## config.mk

```make
export PLATFORM = sky130hd
export DESIGN_NAME = fredetect_scheduler
export DESIGN_NICKNAME = d
export VERILOG_FILES = /design/src/rtl/fredetect_pkg.sv /design/src/rtl/fredetect_edge_counter.sv /design/src/rtl/fredetect_scheduler.sv
export SDC_FILE = /design/constraint.sdc
export NUM_CORES = 1
export LEC_CHECK = 0
export CELL_PAD_IN_SITES_DETAIL_PLACEMENT = 1
export CELL_PAD_IN_SITES_GLOBAL_PLACEMENT = 2
export CORE_MARGIN = 3
export CORE_UTILIZATION = 30
export CTS_CLUSTER_DIAMETER = 150
export DETAILED_ROUTE_END_ITERATION = 16
export GPL_TIMING_DRIVEN = 0
export HOLD_SLACK_MARGIN = 0.02
export PLACE_DENSITY = 0.78
export SLEW_MARGIN = 20
export SYNTH_ARGS = -nofsm -noshare
export SYNTH_HDL_FRONTEND = slang
export SYNTH_SLANG_ARGS = --single-unit
```

## constraint.sdc

```tcl
create_clock -name clk -period 1.9 [get_ports clk]
set_input_delay 0.475 -clock clk [delete_from_list [all_inputs] [get_ports clk]]
set_output_delay 0.475 -clock clk [all_outputs]
set_load 0.01 [all_outputs]
```

## src/rtl/fredetect_pkg.sv

```systemverilog
// Shared state encoding and constant helpers for the frequency-detect scheduler.
package fredetect_pkg;

  typedef enum logic [2:0] {
    S_IDLE,
    S_PICK,
    S_SETTLE,
    S_GATE,
    S_REPORT
  } state_t;

  // Channel-index width; never narrower than one bit.
  function automatic int chw(input int n);
    return (n <= 2) ? 1 : $clog2(n);
  endfunction

  function automatic logic [31:0] sat_max(input int w);
    return (w >= 32) ? 32'hFFFF_FFFF : ((32'd1 << w) - 32'd1);
  endfunction

endpackage

```

## src/rtl/fredetect_edge_counter.sv

```systemverilog
// Rising-edge detector on an already synchronized line feeding a saturating gated counter.
module fredetect_edge_counter
  import fredetect_pkg::*;
#(
  parameter int CNT_W = 16
) (
  input  logic             clk,
  input  logic             rst,
  input  logic             sig_in,
  input  logic             clr,
  input  logic             en,
  output logic [CNT_W-1:0] cnt_next,
  output logic             ovf_next
);

  localparam logic [CNT_W-1:0] CNT_MAX = CNT_W'(sat_max(CNT_W));

  logic             prev;
  logic             edge_det;
  logic [CNT_W-1:0] count;
  logic             ovf;

  // prev keeps tracking while cleared, so a line that is already high at the
  // start of the window is not mistaken for an edge.
  assign edge_det = en & sig_in & ~prev;

  always_comb begin
    cnt_next = count;
    ovf_next = ovf;
    if (edge_det) begin
      if (count == CNT_MAX) begin
        ovf_next = 1'b1;
      end else begin
        cnt_next = count + 1'b1;
      end
    end
  end

  always_ff @(posedge clk) begin
    if (rst) begin
      prev  <= 1'b0;
      count <= '0;
      ovf   <= 1'b0;
    end else begin
      prev <= sig_in;
      if (clr) begin
        count <= '0;
        ovf   <= 1'b0;
      end else begin
        count <= cnt_next;
        ovf   <= ovf_next;
      end
    end
  end

endmodule

```

## src/rtl/fredetect_scheduler.sv

```systemverilog
// Round-robin sequencer sharing one gated edge counter between N_CH asynchronous test lines.
module fredetect_scheduler
  import fredetect_pkg::*;
#(
  parameter int N_CH        = 4,
  parameter int GATE_CYCLES = 1000,
  parameter int CNT_W       = 16,
  parameter int SETTLE      = 4
) (
  input  logic                 clk,
  input  logic                 rst,
  input  logic                 start,
  input  logic                 continuous,
  input  logic [N_CH-1:0]      ch_enable,
  input  logic [N_CH-1:0]      test,
  output logic                 busy,
  output logic [chw(N_CH)-1:0] sel,
  output logic                 res_valid,
  output logic [chw(N_CH)-1:0] res_ch,
  output logic [CNT_W-1:0]     res_count,
  output logic                 res_ovf,
  output logic                 done
);

  localparam int CHW  = chw(N_CH);
  localparam int PW   = CHW + 1;
  localparam int TMAX = (GATE_CYCLES > SETTLE) ? GATE_CYCLES : SETTLE;
  localparam int TW   = $clog2(TMAX) + 1;

  state_t           state;
  logic [N_CH-1:0]  sync1;
  logic [N_CH-1:0]  sync2;
  logic [PW-1:0]    ptr;
  logic [TW-1:0]    timer;
  logic             cont_mode;
  logic             found_hi;
  logic             found_lo;
  logic [CHW-1:0]   idx_hi;
  logic [CHW-1:0]   idx_lo;
  logic [CNT_W-1:0] cnt_next;
  logic             ovf_next;

  always_ff @(posedge clk) begin
    if (rst) begin
      sync1 <= '0;
      sync2 <= '0;
    end else begin
      sync1 <= test;
      sync2 <= sync1;
    end
  end

  fredetect_edge_counter #(
    .CNT_W(CNT_W)
  ) u_cnt (
    .clk      (clk),
    .rst      (rst),
    .sig_in   (sync2[sel]),
    .clr      (state != S_GATE),
    .en       (state == S_GATE),
    .cnt_next (cnt_next),
    .ovf_next (ovf_next)
  );

  // Descending scan so the last hit is the lowest index; lo ignores the pointer for wrap-around.
  always_comb begin
    found_hi = 1'b0;
    found_lo = 1'b0;
    idx_hi   = '0;
    idx_lo   = '0;
    for (int i = N_CH - 1; i >= 0; i--) begin
      if (ch_enable[i]) begin
        found_lo = 1'b1;
        idx_lo   = CHW'(i);
        if (PW'(i) >= ptr) begin
          found_hi = 1'b1;
          idx_hi   = CHW'(i);
        end
      end
    end
  end

  assign busy = (state != S_IDLE);

  always_ff @(posedge clk) begin
    if (rst) begin
      state     <= S_IDLE;
      sel       <= '0;
      ptr       <= '0;
      timer     <= '0;
      cont_mode <= 1'b0;
      res_valid <= 1'b0;
      res_ch    <= '0;
      res_count <= '0;
      res_ovf   <= 1'b0;
      done      <= 1'b0;
    end else begin
      res_valid <= 1'b0;
      done      <= 1'b0;
      case (state)
        S_IDLE: begin
          if (start && (ch_enable != '0)) begin
            ptr       <= '0;
            cont_mode <= continuous;
            state     <= S_PICK;
          end
        end
        S_PICK: begin
          timer     <= '0;
          cont_mode <= continuous;
          // Leaving continuous mode ends the sweep right after the window that just reported.
          if (cont_mode && !continuous) begin
            done  <= 1'b1;
            state <= S_IDLE;
          end else if (found_hi) begin
            sel   <= idx_hi;
            state <= S_SETTLE;
          end else if (continuous && found_lo) begin
            sel   <= idx_lo;
            state <= S_SETTLE;
          end else if (continuous) begin
            state <= S_IDLE;
          end else begin
            done  <= 1'b1;
            state <= S_IDLE;
          end
        end
        S_SETTLE: begin
          if (timer == TW'(SETTLE - 1)) begin
            timer <= '0;
            state <= S_GATE;
          end else begin
            timer <= timer + 1'b1;
          end
        end
        S_GATE: begin
          if (timer == TW'(GATE_CYCLES - 1)) begin
            res_valid <= 1'b1;
            res_ch    <= sel;
            res_count <= cnt_next;
            res_ovf   <= ovf_next;
            state     <= S_REPORT;
          end else begin
            timer <= timer + 1'b1;
          end
        end
        S_REPORT: begin
          ptr   <= PW'(sel) + PW'(1);
          state <= S_PICK;
        end
        default: state <= S_IDLE;
      endcase
    end
  end

endmodule

```

==> results of run 1 <==
power breakdown:
part | switching [µW] | leakage (µW) | total [µW] | internal, µW
combinational | 125 | 0.000727 | 226 | 101
clock | 549 | 0.000113 | 1360 | 809
sequential | 7.78 | 0.000546 | 1430 | 1420
state kept, by name, indices dropped and copies added (netlist names):
signal	cells
done	1
u_cnt.count	16
state	3
timer	11
u_cnt.prev	1
sel	2
res_count	16
ptr	3
sync2	4
sync1	4
res_ovf	1
cont_mode	1
res_valid	1
res_ch	2
u_cnt.ovf	1
metal layers:
layer | vias up | part of all wire | GRT usage
met5 | - | 0 | 0
met4 | 0 | 0.013 | 0.0506
met3 | 10 | 0.034 | 0.0340
met2 | 33 | 0.45 | 0.217
met1 | 1226 | 0.50 | 0.207
li1 | 1280 | - | -
worst max path at each step:
stage,from,to,slack (ps),cells after the start
2_1_floorplan,sel[0],res_count[8],70,6
3_3_place_gp,ch_enable[1],state[1],-510,7
3_5_place_dp,ch_enable[1],state[1],-550,7
4_1_cts,timer[1],res_count[10],9,8
5_1_grt,timer[1],timer[0],-60,8
6_report,timer[1],timer[0],20,8
cell usage after synthesis (3+ instances only):
cell type / number
a211oi_1: 11
a21oi_1: 9
and4_1: 3
buf_2: 5
clkbuf_1: 8
dfxtp_1: 67
ha_1: 3
inv_1: 10
mux2i_1: 8
nand2_1: 18
nand2b_1: 6
nand3_1: 10
nand4_1: 12
nor2_1: 69
nor2b_1: 11
nor3_1: 12
nor4_1: 3
o21ai_0: 3
o21bai_1: 3
or3_1: 5
xnor2_1: 11
xor2_1: 10
cells by family (layout without fill, tap and decap cells):
group / count (synthesis) / in the layout
compound gates: 45 / 45
xor+xnor: 21 / 21
simple gates: 160 / 160
mux: 10 / 10
buf+inv: 24 / 94
flops: 67 / 67
fa+ha+maj: 3 / 3
area by class of cell:
type	count	area, µm²	area share
multi-input cells	239	1650	0.408
flip-flops and latches	67	1360	0.336
repair buffers	54	510	0.127
well taps	129	161	0.0400
clock buffers	12	155	0.0385
plain buffers	14	92.6	0.0230
clock inverters	4	72.6	0.0180
inverters	10	37.5	0.00931
through the flow:
stage	setup slack [ps]	hold WS (ps)
after floorplan	72.5	414
after global placement	-510	418
after detailed placement	-555	431
after CTS	8.92	443
after global routing	-64.2	470
final	16.1	439
worst reg2reg max path, cell delays in order, from the launching register on:
cell and delay (ps):
dfxtp_4 380, ha_4 140, nor4b_4 230, nand4_1 160, buf_6 170, o21a_4 220, buf_4 160, mux2_2 260
nor2_1 90
timing repair:
action / 4_1_cts / 5_1_grt
resized for setup: 27 / 43
buffers inserted: 7 / 9
cloned: 0 / 3
endpoints found under the setup margin: 50 / 46
pin swaps: 4 / 15
==> summary.txt, run 1 <==
Yosys
  – Post-Synth Simple-Gate Area: 0.277
  – Synth area leader: dfxtp_1
  – Seq/Total Area, Yosys: 0.459
  – Syn nets: 345
  – Synthesized instance count: 330
  – Ys async rst share: 0
  – Distinct cell type count after synthesis: 49
  – Largest family of logic cells by synthesized area: simple AND/OR/NAND/NOR gates
  – YS warnings: 0
  – Syn Area/Cell: 8.85 µm²
  – #FFs+latches synth: 67
  – Share of the synthesized area in the top cell type: 0.459
  – Post-synth EDFFs: 0
  – Synth Area in Compound Gates: 0.116
  – Largest cells by area after synthesis: dfxtp_1 (46%), nor2_1 (8.9%), xnor2_1 (3.3%)
  – Area of the mapped netlist: 2920 µm²
  – Post-Synth Adder-Cell Area: 0.0129
  – Post-synthesis xor/xnor area fraction: 0.0630
  – Most used DFF post-synth: dfxtp_1
  – Post-synthesis mux area share: 0.0390

Pwr
  – Total power: 3010 µW
  – Pwr/cell area: 746 nW/µm²
  – Peak supply drop: 0.000479 V
  – P_leak: 0.00139 µW

GRT
  – First-pass GRT wire length: 13.0 mm
  – Overflow after GRT: 0
  – Largest net degree at the start of global routing: 12
  – Number of global-route vias before repair: 2,519
  – Initial antenna violation count: 0
  – Gr usage total: 0.146

STA
  – Final hold vios: 0
  – RSZ-0062 raised after global routing: yes
  – Max_slew headroom: 0.556
  – Final worst-path cycle share: 0.992
  – Setup TNS: 0 ps
  – Setup violators final: 0
  – Max Slew Vio Count: 0
  – Layout Skew: 11.2 ps
  – Slew @ Worst Pin: 667 ps
  – Fmax: 531 MHz
  – Final min period: 1880 ps

Worst setup path
  – Worst Path Max Fanout: 5
  – Slowest CP cell: dfxtp_4
  – CP peak stage delay: 380 ps
  – Worst R2R End: timer[0]
  – FF-to-FF path depth: 8
  – Crit path kind: reg -> reg
  – WP data required: 2170 ps
  – Worst path bufs/invs: 2
  – Cell family with most CP delay: simple AND/OR/NAND/NOR gates
  – Setup crit start kind: register
  – Worst R2R Setup Slack: 20 ps
  – Critical Path AT: 2150 ps
  – Worst path cell trace: ha_4, nor4b_4, nand4_1, buf_6, o21a_4, buf_4, mux2_2, nor2_1
  – Worst r2r src: timer[1]
  – Crit. End Element: register

Routing
  – DRC errors left: 0
  – Post-route ant nets: 0
  – Via/cell ratio: 4.82
  – DR iter-0 viols: 57
  – Wire per inst: 15.2 µm
  – First-pass DRT Iterations: 5
  – Vias after detailed routing: 2,549
  – Post-Route WL: 8.04 mm

Min path
  – Hold Startpoint: sync1[0]
  – Worst hold endpoint: sync2[0]
  – Hold path depth: 1
  – Type of the most critical hold path: reg -> reg

Cells and area
  – Cell area after layout: 4030 µm²
  – Commonest cells after routing, fill and taps aside: nor2_1 (64), dfxtp_1 (61), clkdlybuf4s50_1 (34), buf_4 (16), nand2_1 (16)
  – Fill count: 1,109
  – Layout cells sized above 1: 0.228
  – N_diodes: 0
  – Area Overhead vs Synth: 38.1%
  – Fin nets: 410
  – Fin cells: 529
  – Fin util: 0.430
  – Most common cell after layout, fill and taps aside: nor2_1

Clock tree
  – CTS Buf Count: 9
  – Worst skew pair latency: 340 ps
  – Clk sinks: 67
  – CTS tree: done
  – Root Driver: clkbuf_8
  – Hold_buf cts: 0
  – Clk slew on worst S/H paths: 70 ps
  – Clock buffer depth: 2
  – H-tree Lvls: 3

Run
  – Max-Cap Viols: 0

Place
  – Placed Cells incl. Taps: 494
  – Port Buffers: 35
  – Routability cong.: 0.794
  – DP HPWL: 5.37 mm
  – Area after DPL: 3430 µm²

Floorplan
  – Initial Util: 0.312
  – Die area: 11,000 µm²
  – Site row count: 35
  – Core footprint: 9370 µm²
  – Ports: 36
  – Die width: 105 µm
  – Die Y: 105 µm

Status
  – Outcome: completed
No activity file was read; power rests on OpenSTA's default activity.
==> inputs of run 2 (changes only) <==
Settings changed: GPL_TIMING_DRIVEN 0 to unset.
==> summary.txt, run 2 (same netlist as run 1, synthesis figures left out) <==
Floorplan
  – Core footprint: 9370 µm²
  – Die area: 11,000 µm²
  – Die width: 105 µm
  – Initial Util: 0.312
  – Die Y: 105 µm
  – Site row count: 35
  – Ports: 36

Pwr
  – Total power: 2860 µW
  – P_leak: 0.00144 µW
  – Pwr/cell area: 715 nW/µm²
  – Peak supply drop: 0.000315 V

Clock tree
  – Root Driver: clkbuf_8
  – Worst skew pair latency: 350 ps
  – Clk sinks: 67
  – Hold_buf cts: 0
  – Clock buffer depth: 2
  – H-tree Lvls: 3
  – Clk slew on worst S/H paths: 70 ps
  – CTS Buf Count: 9
  – CTS tree: done

STA
  – Setup violators final: 0
  – Slew @ Worst Pin: 384 ps
  – RSZ-0062 raised after global routing: yes
  – Final hold vios: 0
  – Setup slack after layout: 55.5 ps
  – Setup TNS: 0 ps
  – Max_slew headroom: 0.743
  – Fmax: 542 MHz
  – Layout Skew: 7.38 ps
  – Final worst-path cycle share: 0.971
  – Max Slew Vio Count: 0
  – Final min period: 1840 ps

Place
  – Routability cong.: 0.804
  – Placed Cells incl. Taps: 525
  – Pre-CTS setup slack: -187 ps
  – DP HPWL: 5.54 mm
  – Port Buffers: 35

Cells and area
  – Most common cell after layout, fill and taps aside: nor2_1
  – Fin nets: 425
  – Fill count: 1,118
  – N_diodes: 0
  – Layout cells sized above 1: 0.223
  – Fin cells: 542
  – Multi-input logic area: 1530 µm²
  – Largest regs: res_count (16), u_cnt.count (16), timer (11)
  – Fin util: 0.427
  – Commonest cells after routing, fill and taps aside: nor2_1 (67), dfxtp_1 (61), buf_4 (46), clkdlybuf4s50_1 (34), nand2_1 (18)
  – Area Overhead vs Synth: 37.0%
  – Register area: 1350 µm²

Worst setup path
  – Crit path kind: reg -> out
  – Worst R2R End: res_count[11]
  – Worst R2R Setup Slack: 60 ps
  – Worst Path Max Fanout: 11
  – WP data required: 1420 ps
  – Crit. End Element: output pin
  – FF-to-FF path depth: 7
  – Critical Path AT: 1370 ps
  – Worst r2r src: sel[0]
  – Setup crit start kind: register

Run
  – Max-Cap Viols: 0

GRT
  – Initial antenna violation count: 0
  – Gr usage total: 0.145
  – First-pass GRT wire length: 12.9 mm
  – Overflow after GRT: 0
  – Number of global-route vias before repair: 2,697
  – Largest net degree at the start of global routing: 21

Min path
  – Hold path depth: 1
  – Hold Startpoint: sync1[2]
  – Worst hold endpoint: sync2[2]
  – Type of the most critical hold path: reg -> reg

Routing
  – Post-route ant nets: 0
  – DRC errors left: 0
  – Post-Route WL: 7.60 mm
  – Vias after detailed routing: 2,592
  – Via/cell ratio: 4.78
  – First-pass DRT Iterations: 4
  – Wire per inst: 14.0 µm
  – DR iter-0 viols: 61

Status
  – Outcome: completed
[run 2: cell count changes in the layout (fill, tap and decap cells not counted), sizes merged]
cell / change
dlygate4sd2: +1
clkinvlp: -1
clkbuf: -8
bufinv: -1
buf: +22
[run 2: worst max path at each step]
stage / startpoint / endpoint / slack [ps]
2_1_floorplan: sel[0] / res_count[8] / 70
3_3_place_gp: ch_enable[2] / sel[1] / -140
3_5_place_dp: ch_enable[2] / sel[1] / -190
4_1_cts: u_cnt.count[0] / res_count[10] / 5
5_1_grt: u_cnt.count[3] / res_count[15] / -10
6_report: state[1] / busy / 60
[run 2: layout make-up]
type	count	area share
Tap cell	129	0.0403
Clock inverter	2	0.00876
Inverter	10	0.00938
Sequential cell	67	0.337
Multi-Input combinational cell	239	0.382
Clock buffer	12	0.0413
Timing Repair Buffer	83	0.181
[run 2: worst max-delay path, stage by stage, from the launching register on]
cell and delay (ps):
dfxtp_2 380, or3_4 350, dlygate4sd2_1 300
[run 2: per-stage QoR]
step / hold slack [ps] / instance area, µm²
3_3_place_gp: 419 / 3720
2_1_floorplan: 414 / 2920
4_1_cts: 457 / 3940
6_report: 451 / 4000
3_5_place_dp: 438 / 3720
5_1_grt: 469 / 4000
[run 2: power breakdown]
part,internal (µW),switching (µW)
Clock,697,520
Combinational,103,105
Sequential,1420,12.7
[run 2: repair_timing]
item / in CTS / in global routing
setup endpoints to repair: 18 / 41
hold endpoints to repair: 0 / 0
gates cloned: 0 / 0
gates resized for setup: 7 / 12
pin swaps: 0 / 4
setup buffers: 0 / 3
[run 2: metal layers]
metal | GRT usage | vias to the layer above | share of wire
met4 | 0.0544 | 0 | 0.016
met3 | 0.0401 | 11 | 0.032
met2 | 0.229 | 31 | 0.45
li1 | - | 1302 | -
met5 | 0 | - | 0
met1 | 0.188 | 1248 | 0.50
